**config.mk**
```make
export PLATFORM = sky130hd
export DESIGN_NAME = gray2bin_sched
export DESIGN_NICKNAME = d
export VERILOG_FILES = /design/src/rtl/gray2bin_sched.sv
export SDC_FILE = /design/constraint.sdc
export NUM_CORES = 1
export LEC_CHECK = 0
export ABC_AREA = 1
export CAP_MARGIN = 20
export CORE_MARGIN = 5
export CORE_UTILIZATION = 48
export DETAILED_ROUTE_END_ITERATION = 8
export PLACE_DENSITY = 0.9
export SLEW_MARGIN = 20
export SYNTH_ARGS = -nofsm -noshare
export SYNTH_HDL_FRONTEND = slang
export SYNTH_SLANG_ARGS = --single-unit
```
**constraint.sdc**
```tcl
create_clock -name clk -period 2 [get_ports clk]
set_input_delay 0.4 -clock clk [delete_from_list [all_inputs] [get_ports clk]]
set_output_delay 0.4 -clock clk [all_outputs]
set_load 0.01 [all_outputs]
```
**src/rtl/gray2bin_sched.sv**
```systemverilog
// gray2bin_sched: round-robin arbiter in front of a single bit-serial
// Gray-to-binary decoder. One requester is granted per conversion, the word
// is decoded MSB-first at one bit per clock, and the result is presented
// together with the winning requester's index on a valid/ready port.
module gray2bin_sched #(
  parameter int WIDTH = 4,
  parameter int NREQ  = 4,
  parameter int IDW   = $clog2(NREQ)
) (
  input  logic                    clk,
  input  logic                    rst,
  input  logic [NREQ-1:0]         req_valid,
  input  logic [NREQ*WIDTH-1:0]   req_gray,
  output logic [NREQ-1:0]         req_ready,
  output logic                    res_valid,
  output logic [WIDTH-1:0]        res_bin,
  output logic [IDW-1:0]          res_id,
  input  logic                    res_ready,
  output logic                    busy
);

  localparam int KW = $clog2(WIDTH);

  typedef enum logic [1:0] {
    IDLE = 2'd0,
    CONV = 2'd1,
    DONE = 2'd2
  } state_t;

  state_t           state_q;
  logic [IDW-1:0]   rr_ptr_q;
  logic [IDW-1:0]   id_q;
  logic [KW-1:0]    k_q;
  logic [WIDTH-1:0] g_q;
  logic [WIDTH-1:0] b_q;

  logic             found_d;
  logic [IDW-1:0]   win_d;
  logic [WIDTH-1:0] win_gray_d;
  logic [WIDTH-1:0] b_d;
  logic [WIDTH-1:0] b_upper;
  logic [IDW-1:0]   rr_ptr_d;
  int               arb_idx;

  // Round-robin search: first asserted req_valid at or above rr_ptr, wrapping.
  always_comb begin
    found_d = 1'b0;
    win_d   = '0;
    arb_idx = 0;
    for (int off = 0; off < NREQ; off++) begin
      arb_idx = int'(rr_ptr_q) + off;
      if (arb_idx >= NREQ) arb_idx = arb_idx - NREQ;
      if (!found_d && req_valid[arb_idx]) begin
        found_d = 1'b1;
        win_d   = IDW'(arb_idx);
      end
    end
  end

  assign win_gray_d = req_gray[win_d*WIDTH +: WIDTH];

  // Grant strobe is only offered from IDLE and never while reset is asserted.
  always_comb begin
    req_ready = '0;
    if (state_q == IDLE && found_d && !rst) req_ready[win_d] = 1'b1;
  end

  // Bit above the current index; zero above the MSB so b[MSB] = g[MSB].
  assign b_upper = {1'b0, b_q[WIDTH-1:1]};

  // One decode step: only bit k of the binary register changes this cycle.
  always_comb begin
    b_d = b_q;
    for (int i = 0; i < WIDTH; i++) begin
      if (k_q == KW'(i)) b_d[i] = g_q[i] ^ b_upper[i];
    end
  end

  // Pointer moves just past the requester that was served, wrapping at NREQ.
  assign rr_ptr_d = (id_q == IDW'(NREQ - 1)) ? '0 : id_q + 1'b1;

  // Scheduler FSM: accept in IDLE, decode WIDTH bits in CONV, hold result in DONE.
  always_ff @(posedge clk) begin
    if (rst) begin
      state_q  <= IDLE;
      rr_ptr_q <= '0;
      id_q     <= '0;
      k_q      <= '0;
      g_q      <= '0;
      b_q      <= '0;
    end else begin
      case (state_q)
        IDLE: begin
          if (found_d) begin
            g_q     <= win_gray_d;
            id_q    <= win_d;
            b_q     <= '0;
            k_q     <= KW'(WIDTH - 1);
            state_q <= CONV;
          end
        end
        CONV: begin
          b_q <= b_d;
          if (k_q == '0) begin
            state_q <= DONE;
          end else begin
            k_q <= k_q - 1'b1;
          end
        end
        DONE: begin
          if (res_ready) begin
            rr_ptr_q <= rr_ptr_d;
            state_q  <= IDLE;
          end
        end
        default: state_q <= IDLE;
      endcase
    end
  end

  assign res_valid = (state_q == DONE);
  assign res_bin   = b_q;
  assign res_id    = id_q;
  assign busy      = (state_q != IDLE);

endmodule
```
==> reports/metrics.yaml, run 1 <==
synth-warning-count: 0
seq_power_share: 0.270
place_area_sq_mm: 0.00184
die_y_microns: 61.9
end_kind: "output port"
n_antenna_cell: 0
synth_cell_types: 28
fmax_mhz: 425
pwr-share-clk: 0.125
critPathLaunchType: "flop"
drv_cap: 0
comb_power_share: 0.604
area_delta_synth_final_pct: 66.8
insertion_delay_ns: 0.29
grt_setup_unrepaired: "yes"
max_slew.worst_pin.slew_ns: 0.490
gp_congestion: 0.922
required_ns: 1.60
grt_max_degree: 17
hold_start: "g_q[3]$_SDFFE_PP0P_"
finalClockSkew_ns: 0.00781
grt_pass1_wl_microns: 6600
ys_ff_latch: 16
overflow: 0
ir_drop_mv: 0.664
final_cells: 291
h-tree-depth: 1
firstDrtPassIters: 4
portBuffers: 34
nets: 290
totalWireLength_microns: 4880
slew_headroom: 0.673
design_area_sq_mm: 0.00215
worst_ep_arrival_time_ns: 1.95
p_int_uw: 971
critPathSlowestCell: "dfxtp_4"
leakagePower_uw: 0.00104
hp-class: "reg2reg"
dieArea_sq_mm: 0.00383
hpwl_microns: 2650
syn_nets: 219
n_fill_cell: 148
violations: "setup timing"
clock_path_buffers: 2
vias: 1611
grt_usage: 0.229
post-place-ws_ns: -0.825
num_io_pins: 35
fin_worst_hold_slack_ns: 0.490
via_per_inst: 5.54
dp_cells: 279
drive_gt1_frac: 0.402
critical_path.most_common_cell: "nand2_2"
p_sw_frac: 0.433
slew_violations: 0
core_sq_mm: 0.00252
p_sw_uw: 742
hold_violations: 0
drt-wirelength-per-cell_microns: 16.8
numCtsBuffers: 3
grt_pass1_vias: 1503
critPathKind: "reg2out"
cts_tree: "yes"
ctsRootBufferMaster: "clkbuf_4"
grt_antenna_before_repair: 0
crit_family: "simple AND/OR/NAND/NOR gates"
syn_inst: 191
start_util: 0.512
powerDensity_mw_per_mm2: 795
min_period_ns: 2.35
clk_pin_slew_ns: 0.10
netlist_area_sq_mm: 0.00129
drt_iter0_markers: 78
status: "finished, violations left"
seq_area_frac_synth: 0.248
final_common_cell: "nand2_1"
setup_viol_count_final: 5
final_cell_mix: "34 x nand2_1, 33 x nand3_1, 30 x buf_4, 26 x clkdlybuf4s50_1, 18 x nand2_2"
postRouteAntennaNets: 0
fp.dieW_microns: 61.9
finalCritPeriodShare: 1.18
critPathLaunch: "rr_ptr_q[0]$_SDFFE_PP0P_"
reg2reg_from: "rr_ptr_q[0]$_SDFFE_PP0P_"
num_rows: 18
syn_area_per_cell_sq_um: 6.76
setup_slack_ns: -0.352
path_max_fanout: 10
cts_sinks: 16
cp_cell_sequence: "inv_6 > nand2_1 > nand2_2 > nand2_2 > inv_1 > a21boi_2 > nand3_4 > buf_4 > nor2_2 > buf_2"
critPathMaxStageDelay_ns: 0.43
finalPower_uw: 1710
cp_num_buf_inv: 4
drc: 0
power groups by stage:
| stage | combinational (uW) | clock [uW] | sequential, uW |
|---|---|---|---|
| global placement | 797 | 0 | 461 |
| finish | 1030 | 214 | 463 |
| detailed placement | 818 | 0 | 462 |
| floorplan | 487 | 0 | 461 |
| global route | 1120 | 239 | 473 |
| CTS | 918 | 215 | 459 |
per-stage QoR:
stage	utilization	TNS [ns]
after floorplan	-	0
after global placement	0.730	-4.21
after detailed placement	0.730	-4.62
after CTS	0.800	-0.683
after global routing	0.854	-1.83
final	0.854	-1.23
cells in the mapped netlist:
cell,number,area share
nand4_1,3,0.015
buf_6,3,0.026
o21ai_1,3,0.012
o21ai_0,5,0.019
dfxtp_1,16,0.25
nand3_2,1,0.0078
inv_2,1,0.0029
nor2_2,1,0.0048
nor2_4,1,0.0087
a21boi_2,1,0.0087
o21ai_2,3,0.020
nor3_1,1,0.0039
a21oi_1,4,0.016
a21oi_2,2,0.014
nand2_4,6,0.052
nand3_1,35,0.14
nand4_4,1,0.016
ha_1,5,0.048
o211ai_1,1,0.0058
nand2_1,52,0.15
nor4_2,1,0.0097
o21a_1,1,0.0058
o21ai_4,1,0.013
inv_1,19,0.055
xor2_1,3,0.020
nor2_1,10,0.029
clkbuf_1,1,0.0029
nand2_2,10,0.048
metal layers:
layer	vias to the layer above	global-route usage	routed length, microns
met4	0	0.0848	230
met5	-	0	0
met3	20	0.0393	311
li1	763	-	-
met1	743	0.276	1830
met2	85	0.407	2510
worst register-to-register path, cell delays in order, from the launching register on:
cell     delay (ns)
dfxtp_4        0.43
buf_6          0.14
nand2_4        0.06
nand2_4        0.11
nand2_4        0.08
nand2_8        0.08
buf_6          0.11
nand4_4        0.14
buf_4          0.17
buf_4          0.15
nand3_1        0.11
nand3_1        0.11
nand3_1        0.14
nand2_1        0.08
cells by family after synthesis:
group / count (synthesis) / share of synthesized area
simple gates: 122 / 0.483
buf+inv: 24 / 0.0872
compound gates: 21 / 0.113
fa+ha+maj: 5 / 0.0484
xor+xnor: 3 / 0.0204
flops: 16 / 0.248
area by class of cell:
type	count	area, sq um	share of cell area
repair buffers	70	614	0.285
clock buffers	4	36.3	0.0169
well taps	30	37.5	0.0174
multi-input cells	151	1050	0.489
inverters	20	85.1	0.0395
flip-flops and latches	16	328	0.152
timing repair:
action                     4_1_cts  5_1_grt
buffers inserted                 6        4
setup endpoints to repair        4        5
hold buffers                     0        0
gates cloned                     0        0
pin swaps                       24       16
resized for setup               63       24
path summary, 6_finish.rpt:
check                             end  slack, ns  cells past startpoint
setup / recovery         req_ready[1]      -0.35                     10
setup reg to reg  g_q[0]$_SDFFE_PP0P_      -0.01                     13
hold / removal    g_q[3]$_SDFFE_PP0P_       0.49                      2
hold reg to reg   g_q[3]$_SDFFE_PP0P_       0.49                      2
state kept, by name, indices dropped and copies added (netlist names):
register,count
k_q,2
res_bin,4
state_q,2
rr_ptr_q,2
res_id,2
g_q,4
Note: power is estimated with default switching activity, not from simulation.
==> run 2, diff against run 1 <==
Settings changed: CTS_CLUSTER_DIAMETER set to 100.
==> results of run 2 <==
The final DEF is identical to that of run 1; final timing and power are the same.
==> variant: new RTL, config.mk and constraints of run 2 <==
`WIDTH`: 4 -> 8.
--- a/src/rtl/gray2bin_sched.sv
+++ b/src/rtl/gray2bin_sched.sv
@@ -3,7 +3,7 @@
 // is decoded MSB-first at one bit per clock, and the result is presented
 // together with the winning requester's index on a valid/ready port.
 module gray2bin_sched #(
-  parameter int WIDTH = 4,
+  parameter int WIDTH = 8,
   parameter int NREQ  = 4,
   parameter int IDW   = $clog2(NREQ)
 ) (
Ports: changed (resized req_gray and res_bin); port bits go from 35 to 55. No check against the original RTL was run, so the function may have changed too.
==> variant against run 2 <==
The run still ends with setup timing left. Setup slack gained 0.030 ns. Total power grew 9.9%. Sequential cell count grew 9. Synthesized area grew 44%. Wire length grew 17%. Die area grew 36%. Sequential share of layout area grew 3.1 points. Synthesized cell count grew 62%. Global-route usage shrank 2.9 points. Final area grew 29%.
==> variant: results (changes against run 2) <==
grt_start_max_net_pins: 27  # +10
skew_ns: 0.00452  # -0.00329 ns
ir_worst_vdd_mv: 0.356  # -46%
wl_met2_um: 2970  # +18%
outcome: "finished, violations left"
critPathTopFamily: "simple AND/OR/NAND/NOR gates"
gp_congestion: 0.874  # -5.2%
p_leak_uw: 0.00134  # +29%
violations: "setup timing"
first_pass_iters: 5  # +1
grt_first_pass_wirelength_um: 8650  # +31%
dpl.cell_count: 424  # +52%
clk_pin_slew_ns: 0.09
drive_gt1_share_pct: 20.9  # -19 points
cts.root.buffer_cell: "clkbuf_8"
dr_wl_met3_um: 377  # +21%
grtUsageTotal_pct: 20.0  # -2.9 points
drtIter0Drc: 290  # +270%
fin_nets: 429  # +48%
post_drt_wl_per_cell_um: 13.2  # -21%
cts_setup_buffers: 1  # -5
fillCellCount: 286  # +93%
setup_viol: 4  # -1
synthesis.nets: 355  # +62%
cts-resized-gates: 33  # -48%
worstMarginPinSlew_ns: 0.393  # -0.0962 ns
post-dp-hpwl_um: 3840  # +45%
arrival_ns: 1.92  # -0.03 ns
synth_common_cells: "nand2_1 (102), nand3_1 (35), nor2_1 (34), a21oi_1 (27), inv_1 (26)"
synth_area_leaders: "dfxtp_1 (27%), nand2_1 (21%), nand3_1 (9.4%)"
setup_slack_ns: -0.323  # +0.0298 ns
via_per_inst: 5.25  # -5.1%
## variant: logic make-up after synthesis
| family | Yosys count | share of synthesized area (%) |
|---|---|---|
| buffers and inverters | 40 | 10.2 |
| AOI/OAI and AO/OA | 47 | 13.3 |
| and+or+nand+nor | 192 | 45.5 |
| adders and majority gates | 6 | 4.05 |
| DFF | 25 | 27.0 |
## variant: worst paths after layout
path | to | start | slack (ns) | cells after the start
setup / recovery | req_ready[3] | rr_ptr_q[0]$_SDFFE_PP0P_ | -0.32 | 11
hold / removal | res_bin[7]$_SDFFE_PP0P_ | g_q[7]$_SDFFE_PP0P_ | 0.47 | 2
setup reg to reg | res_bin[1]$_SDFFE_PP0P_ | rr_ptr_q[0]$_SDFFE_PP0P_ | 0.04 | 13
hold reg to reg | res_bin[7]$_SDFFE_PP0P_ | g_q[7]$_SDFFE_PP0P_ | 0.47 | 2
## variant: layout make-up
cell class              instances  share of cell area (%)
well taps                      48                    2.16
clock buffers                   3                    1.49
clock inverters                 1                   0.180
inverters                      29                    4.10
multi-input cells             245                    46.7
repair buffers                 80                    27.1
flip-flops and latches         25                    18.3
## variant: where the power goes
part           total (uW)  switching [uW]  internal [uW]  leakage (uW)
clock network         293             154            139     0.0000255
logic                 931             517            414       0.00111
registers             658            76.3            582      0.000208
## variant: per-stage QoR
stage | instance area [um2] | setup TNS [ns]
2_1_floorplan | 1860 | 0
6_report | 2780 | -1.19
3_5_place_dp | 2560 | -7.19
3_3_place_gp | 2560 | -5.45
4_1_cts | 2630 | -1.12
5_1_grt | 2780 | -1.63
## variant: routing by layer
metal / track usage, % / vias to the layer above
met5: 0 / -
met2: 38.4 / 102
met3: 2.63 / 11
met4: 3.55 / 0
li1: - / 1138
met1: 23.5 / 1013
